<file path="config.mk">
export PLATFORM = sky130hd
export DESIGN_NAME = fpm_normalize
export DESIGN_NICKNAME = d
export VERILOG_FILES = /design/src/rtl/fpm_pkg.sv /design/src/rtl/fpm_lzc48.sv /design/src/rtl/fpm_normalize.sv
export SDC_FILE = /design/constraint.sdc
export NUM_CORES = 1
export LEC_CHECK = 0
export ABC_AREA = 0
export BUFFER_PORTS_ARGS = -buffer_cell sky130_fd_sc_hd__buf_2
export CORE_MARGIN = 2
export CORE_UTILIZATION = 64
export CTS_BUF_LIST = sky130_fd_sc_hd__clkbuf_4 sky130_fd_sc_hd__clkbuf_8 sky130_fd_sc_hd__clkbuf_16
export CTS_CLUSTER_DIAMETER = 120
export DETAILED_ROUTE_END_ITERATION = 10
export HOLD_SLACK_MARGIN = 0.06
export PLACE_DENSITY_LB_ADDON = 0.3
export SYNTH_ARGS = -nofsm -noshare
export SYNTH_HDL_FRONTEND = slang
export SYNTH_SLANG_ARGS = --single-unit
</file>
<file path="constraint.sdc">
create_clock -name clk -period 6.56 [get_ports clk]
set_input_delay 0.328 -clock clk [delete_from_list [all_inputs] [get_ports clk]]
set_output_delay 0.328 -clock clk [all_outputs]
set_load 0.02 [all_outputs]
</file>
<file path="src/rtl/fpm_pkg.sv">
// Shared constants and beat types for the binary32 multiplier normalize stage.
package fpm_pkg;
   localparam int BIAS    = 127;
   localparam int EXP_MAX = 255;
   localparam int MW      = 48;
   localparam int ZW      = 27;

   typedef enum logic [2:0] {
      RNE = 3'b000,
      RTZ = 3'b001,
      RDN = 3'b010,
      RUP = 3'b011,
      RMM = 3'b100
   } rmode_e;

   typedef struct packed {
      logic          sign;
      logic [7:0]    exp;
      logic [ZW-1:0] z;
      rmode_e        rmode;
      logic          zero;
      logic          ovf;
      logic          tiny;
   } norm_beat_t;
endpackage

</file>
<file path="src/rtl/fpm_lzc48.sv">
// 48-bit leading-zero counter: nibble encoders, then 16-bit groups, then top pick.
module fpm_lzc48 (
   input  logic [47:0] x,
   output logic [5:0]  lz
);
   logic [11:0]      nib_v;
   logic [11:0][1:0] nib_c;
   logic [2:0]       grp_v;
   logic [3:0][3:0]  grp_c;
   logic [1:0]       top_sel;

   function automatic logic [1:0] enc4(input logic [3:0] v);
      casez (v)
         4'b1???: return 2'd0;
         4'b01??: return 2'd1;
         4'b001?: return 2'd2;
         default: return 2'd3;
      endcase
   endfunction

   for (genvar n = 0; n < 12; n++) begin : g_nib
      assign nib_v[n] = |x[4*n +: 4];
      assign nib_c[n] = enc4(x[4*n +: 4]);
   end

   for (genvar g = 0; g < 3; g++) begin : g_grp
      logic [1:0]      sel;
      logic [3:0][1:0] cs;
      assign cs       = nib_c[4*g +: 4];
      assign grp_v[g] = |nib_v[4*g +: 4];
      assign sel      = enc4(nib_v[4*g +: 4]);
      assign grp_c[g] = {sel, cs[2'd3 - sel]};
   end

   // Slot 3 is the all-zero case: top_sel=3 with a zero group count yields 48.
   assign grp_c[3] = '0;
   assign top_sel  = enc4({grp_v, 1'b1});
   assign lz       = {top_sel, grp_c[2'd2 - top_sel]};
endmodule

</file>
<file path="src/rtl/fpm_normalize.sv">
// Two-stage elastic normalizer: stage 1 counts leading zeros and adjusts the
// exponent, stage 2 shifts into the {mant24, G, R, S} word for the rounder.
module fpm_normalize #(
   parameter int MW = 48,
   parameter int EW = 10,
   parameter int ZW = 27
) (
   input  logic          clk,
   input  logic          rst_n,
   input  logic          in_valid,
   output logic          in_ready,
   input  logic          in_sign,
   input  logic [EW-1:0] in_exp,
   input  logic [MW-1:0] in_mant,
   input  logic [2:0]    in_rmode,
   output logic          out_valid,
   input  logic          out_ready,
   output logic          out_sign,
   output logic [7:0]    out_exp,
   output logic [ZW-1:0] out_z,
   output logic [2:0]    out_rmode,
   output logic          out_zero,
   output logic          out_ovf,
   output logic          out_tiny
);
   import fpm_pkg::*;

   logic                 s1_valid, s2_valid, s1_advance;
   logic [5:0]           lz_d, s1_lz;
   logic signed [EW:0]   exp_adj_d, s1_exp;
   logic                 s1_zero, s1_sign;
   logic [MW-1:0]        s1_mant;
   rmode_e               s1_rmode;
   norm_beat_t           s2, nb;
   logic signed [EW+1:0] shamt, rsh_n;
   logic [MW-1:0]        p;
   logic [MW+49:0]       ext;
   logic                 lo;

   assign s1_advance = !s2_valid || out_ready;
   assign in_ready   = !s1_valid || s1_advance;

   fpm_lzc48 u_lzc (.x(in_mant), .lz(lz_d));

   assign exp_adj_d = {in_exp[EW-1], in_exp} + (EW+1)'(1) - (EW+1)'(lz_d);

   // Subnormal alignment: S = lz + exp_adj - 1 places the value at exponent 1.
   assign shamt = (EW+2)'(s1_exp) + (EW+2)'(s1_lz) - (EW+2)'(1);
   assign rsh_n = -shamt;

   always_comb begin
      nb       = '0;
      p        = '0;
      ext      = '0;
      lo       = 1'b0;
      nb.sign  = s1_sign;
      nb.rmode = s1_rmode;
      if (s1_zero) begin
         nb.zero = 1'b1;
      end else if (s1_exp >= (EW+1)'(1)) begin
         p      = s1_mant << s1_lz;
         nb.ovf = s1_exp >= (EW+1)'(EXP_MAX);
         nb.exp = nb.ovf ? 8'hFF : s1_exp[7:0];
      end else begin
         nb.tiny = 1'b1;
         if (!shamt[EW+1]) begin
            p = s1_mant << shamt[5:0];
         end else if (rsh_n >= (EW+2)'(50)) begin
            lo = |s1_mant;
         end else begin
            // 50 guard zeros below the mantissa keep every shifted-out bit for sticky.
            ext = {s1_mant, 50'b0} >> rsh_n[5:0];
            p   = ext[MW+49:50];
            lo  = |ext[49:0];
         end
      end
      nb.z = {p[MW-1:MW-24], p[MW-25], p[MW-26], (|p[MW-27:0]) | lo};
   end

   always_ff @(posedge clk or negedge rst_n) begin
      if (!rst_n) begin
         s1_valid <= 1'b0;
         s2_valid <= 1'b0;
         s1_lz    <= '0;
         s1_exp   <= '0;
         s1_zero  <= 1'b0;
         s1_sign  <= 1'b0;
         s1_mant  <= '0;
         s1_rmode <= RNE;
         s2       <= '0;
      end else begin
         if (in_ready)   s1_valid <= in_valid;
         if (s1_advance) s2_valid <= s1_valid;
         if (in_valid && in_ready) begin
            s1_lz    <= lz_d;
            s1_exp   <= exp_adj_d;
            s1_zero  <= (in_mant == '0);
            s1_sign  <= in_sign;
            s1_mant  <= in_mant;
            s1_rmode <= rmode_e'(in_rmode);
         end
         if (s1_valid && s1_advance) s2 <= nb;
      end
   end

   assign out_valid = s2_valid;
   assign out_sign  = s2.sign;
   assign out_exp   = s2.exp;
   assign out_z     = s2.z;
   assign out_rmode = s2.rmode;
   assign out_zero  = s2.zero;
   assign out_ovf   = s2.ovf;
   assign out_tiny  = s2.tiny;
endmodule

</file>
==> run metrics <==
asr flop ratio synth 100%; leading post-synthesis cells by cell area dfrtp_1, mux4_2, mux2i_1; hpwl dp between 40,000 and 50,000 um; Area after DPL roughly 16,000 um^2; GPL Wtd Cong 1.08; Die Area around 26,000 um^2; R2R Path Start s1_lz[0]; WL final 64,700 um; worst clock skew roughly 0.018 ns; Final Cell Area ~17,000 um^2; Hold Crit Class primary input to flop; gr busiest metal met2; critical path data arrival time a little under 6 ns; cts bufs inserted 17; Root Driver clkbuf_16; Post-Layout Cell Count between 2,000 and 2,500; Die W 162 um; Max FO, Critical Path 76; CP Class flop to flop; yosys warns 0; largest net degree at the start of global routing between 90 and 100; Mean Syn Cell Area just over 8 um^2; Hold Path Origin in_valid; GR Util All Layers 49.2%; post-synthesis cell count 1,940; Net Count, Synth 2,047; Worst Tran Pin Value ~1.2 ns; # resized after CTS 0; vias in the first global route 16,153; Clk pin slew, worst setup/hold paths approximately 0.070 ns; RSZ-0062 raised after global routing no; Final period util 84.6%; met1 Use GR between 60% and 70%; Syn-to-layout area delta 5.98%; fin. max-slew vios 0; first-pass GRT wire length ~97,000 um; fin crit period roughly 5.6 ns; outcome finished clean; via/cell ratio 7.63; endpoint class of the critical path flop; share of cells above drive strength 1 21.5%; fin nets approximately 2,000; met3 Track Usage GR between 10% and 20%; I/O pin total between 100 and 150; DR iter-0 viols 2,923; post-synthesis sequential area ratio 17.8%; EDFF count, synth 0; Post-synth top flop dfrtp_1; via count about 17,000; drt drc 0; Core Rows between 50 and 60; area leader, netlist dfrtp_1; GRT overflow 0; Clock Latency Late Sink ~0.44 ns; initial cell density of the core 65.5%; Clock Path Buffers 2; Setup-failing EPs final 0; Detailed Routing Iterations Pass 1 7; slew margin rel. around 18%; WP data required 6.86 ns; Synth top area share 17.8%; Max Cap Viol 0; IO buf count 109; Diodes inserted 0; Placed Cells 2,208; Synth Cell Area roughly 16,000 um^2; Critical Path Source Type flop; met2 usage 75.3%; Peak Freq 0.180 GHz; WL/cell roughly 29 um; CORE AREA 24,400 um^2; Die H 162 um; number of hold violations in the final report 0; htree depth 4; ANT nets after route 0; # clock sinks 114; antenna violations before repair 1; Yosys reg bits ~110; Setup TNS Final 0 ns; Distinct cells, synth ~90; CP Launch Point s1_lz[0]; CTS tree yes
## metrics by stage
stage,setup WS [ns],utilization (%),hold slack (ns)
floorplan,1.45,-,0.0324
global placement,1.25,67.2,0.366
detailed placement,1.12,67.2,0.369
CTS,1.14,69.5,0.139
global route,0.671,69.5,0.130
finish,1.01,69.5,0.140
## final cells by class
cell class | count | area (um^2)
Inverter | 64 | 240
Multi-Input combinational cell | 1565 | 12100
Clock buffer | 18 | 439
Clock inverter | 14 | 105
Timing Repair Buffer | 142 | 811
Tap cell | 324 | 405
Fill cell | 1909 | 7450
Sequential cell | 114 | 2860
## synth_stat cells, drive strengths merged (8+ instances only)
| master | n |
|---|---|
| a221o | 9 |
| nand2b | 11 |
| o311ai | 10 |
| mux2 | 101 |
| a21o | 8 |
| nor4 | 21 |
| clkbuf | 115 |
| a31oi | 21 |
| or4 | 8 |
| o221ai | 11 |
| nor2 | 169 |
| and3 | 8 |
| o22ai | 13 |
| mux2i | 168 |
| nand2 | 285 |
| nor3 | 36 |
| buf | 82 |
| a21oi | 104 |
| o21bai | 10 |
| inv | 63 |
| nand4 | 12 |
| nor2b | 8 |
| nand3 | 43 |
| xnor2 | 10 |
| a211oi | 18 |
| a32o | 17 |
| dfrtp | 114 |
| o211ai | 20 |
| ha | 39 |
| or3 | 10 |
| mux4 | 104 |
| o21ai | 163 |
## logic make-up after synthesis
kind of cell	Yosys count	share of synthesized area, %
xor gates and xnor gates	16	1.32
buffers and inverters	261	7.12
muxes	373	32.4
adders and majority gates	41	3.30
AOI/OAI and AO/OA	493	20.2
and+or+nand+nor	642	17.9
DFF	114	17.8
## per-layer routing
| metal | vias to the layer above | routed length (um) | share of wire (%) |
|---|---|---|---|
| li1 | 7184 | - | - |
| met1 | 8015 | 22000 | 34 |
| met2 | 1513 | 28400 | 44 |
| met3 | 389 | 9220 | 14 |
| met4 | 0 | 5060 | 7.8 |
| met5 | - | 0 | 0 |
## cell usage in the layout, fill, tap and decap left out, types with 21 or more instances in the layout
cell type  instances
o21ai_0          162
mux2_2           101
buf_4             32
inv_1             60
a21oi_1          104
nor4_1            21
buf_2            108
nand3_1           43
dfrtp_1          112
a31oi_1           21
ha_1              36
mux2i_1          167
mux4_2           100
nand2_1          284
nor2_1           165
nor3_1            36
## flip-flops by register name, indices dropped and copies added, names as in the netlist
| signal | flops |
|---|---|
| s1_rmode | 3 |
| s1_mant | 48 |
| out_z | 27 |
| s1_valid | 1 |
| out_ovf | 1 |
| out_tiny | 1 |
| s1_zero | 1 |
| s1_sign | 1 |
| out_sign | 1 |
| s1_exp | 11 |
| out_rmode | 3 |
| out_zero | 1 |
| s1_lz | 6 |
| out_exp | 8 |
| out_valid | 1 |
## worst paths after layout
| kind | slack [ns] | cells past startpoint | endpoint |
|---|---|---|---|
| setup / recovery | 1.01 | 13 | out_z[0] |
| max in group asynchronous | 4.73 | 3 | s1_lz[1] |
| hold reg to reg | 0.49 | 2 | out_exp[4] |
| hold / removal | 0.14 | 2 | s1_valid |
| setup reg to reg | 1.01 | 13 | out_z[0] |
| min in group asynchronous | 0.44 | 2 | s1_mant[41] |
## critical path, stage by stage (launching register included)
cell	delay [ns]
dfrtp_2	0.40
inv_2	0.33
ha_4	0.57
buf_4	0.84
inv_1	0.48
buf_12	0.31
o21ai_0	0.45
o21ai_0	0.24
mux2_2	0.35
or4_1	0.46
o21ai_0	0.19
a211oi_1	0.13
a311oi_1	0.39
o211ai_1	0.14
## what timing repair did
action / 4_1_cts / 5_1_grt
hold endpoints to repair: 48 / 0
hold buffers: 1 / 0
buffers inserted: 0 / 0
Power is left out: the tool's default activity adds up to more than one toggle a clock period on the data nets, which glitch-free logic cannot reach.
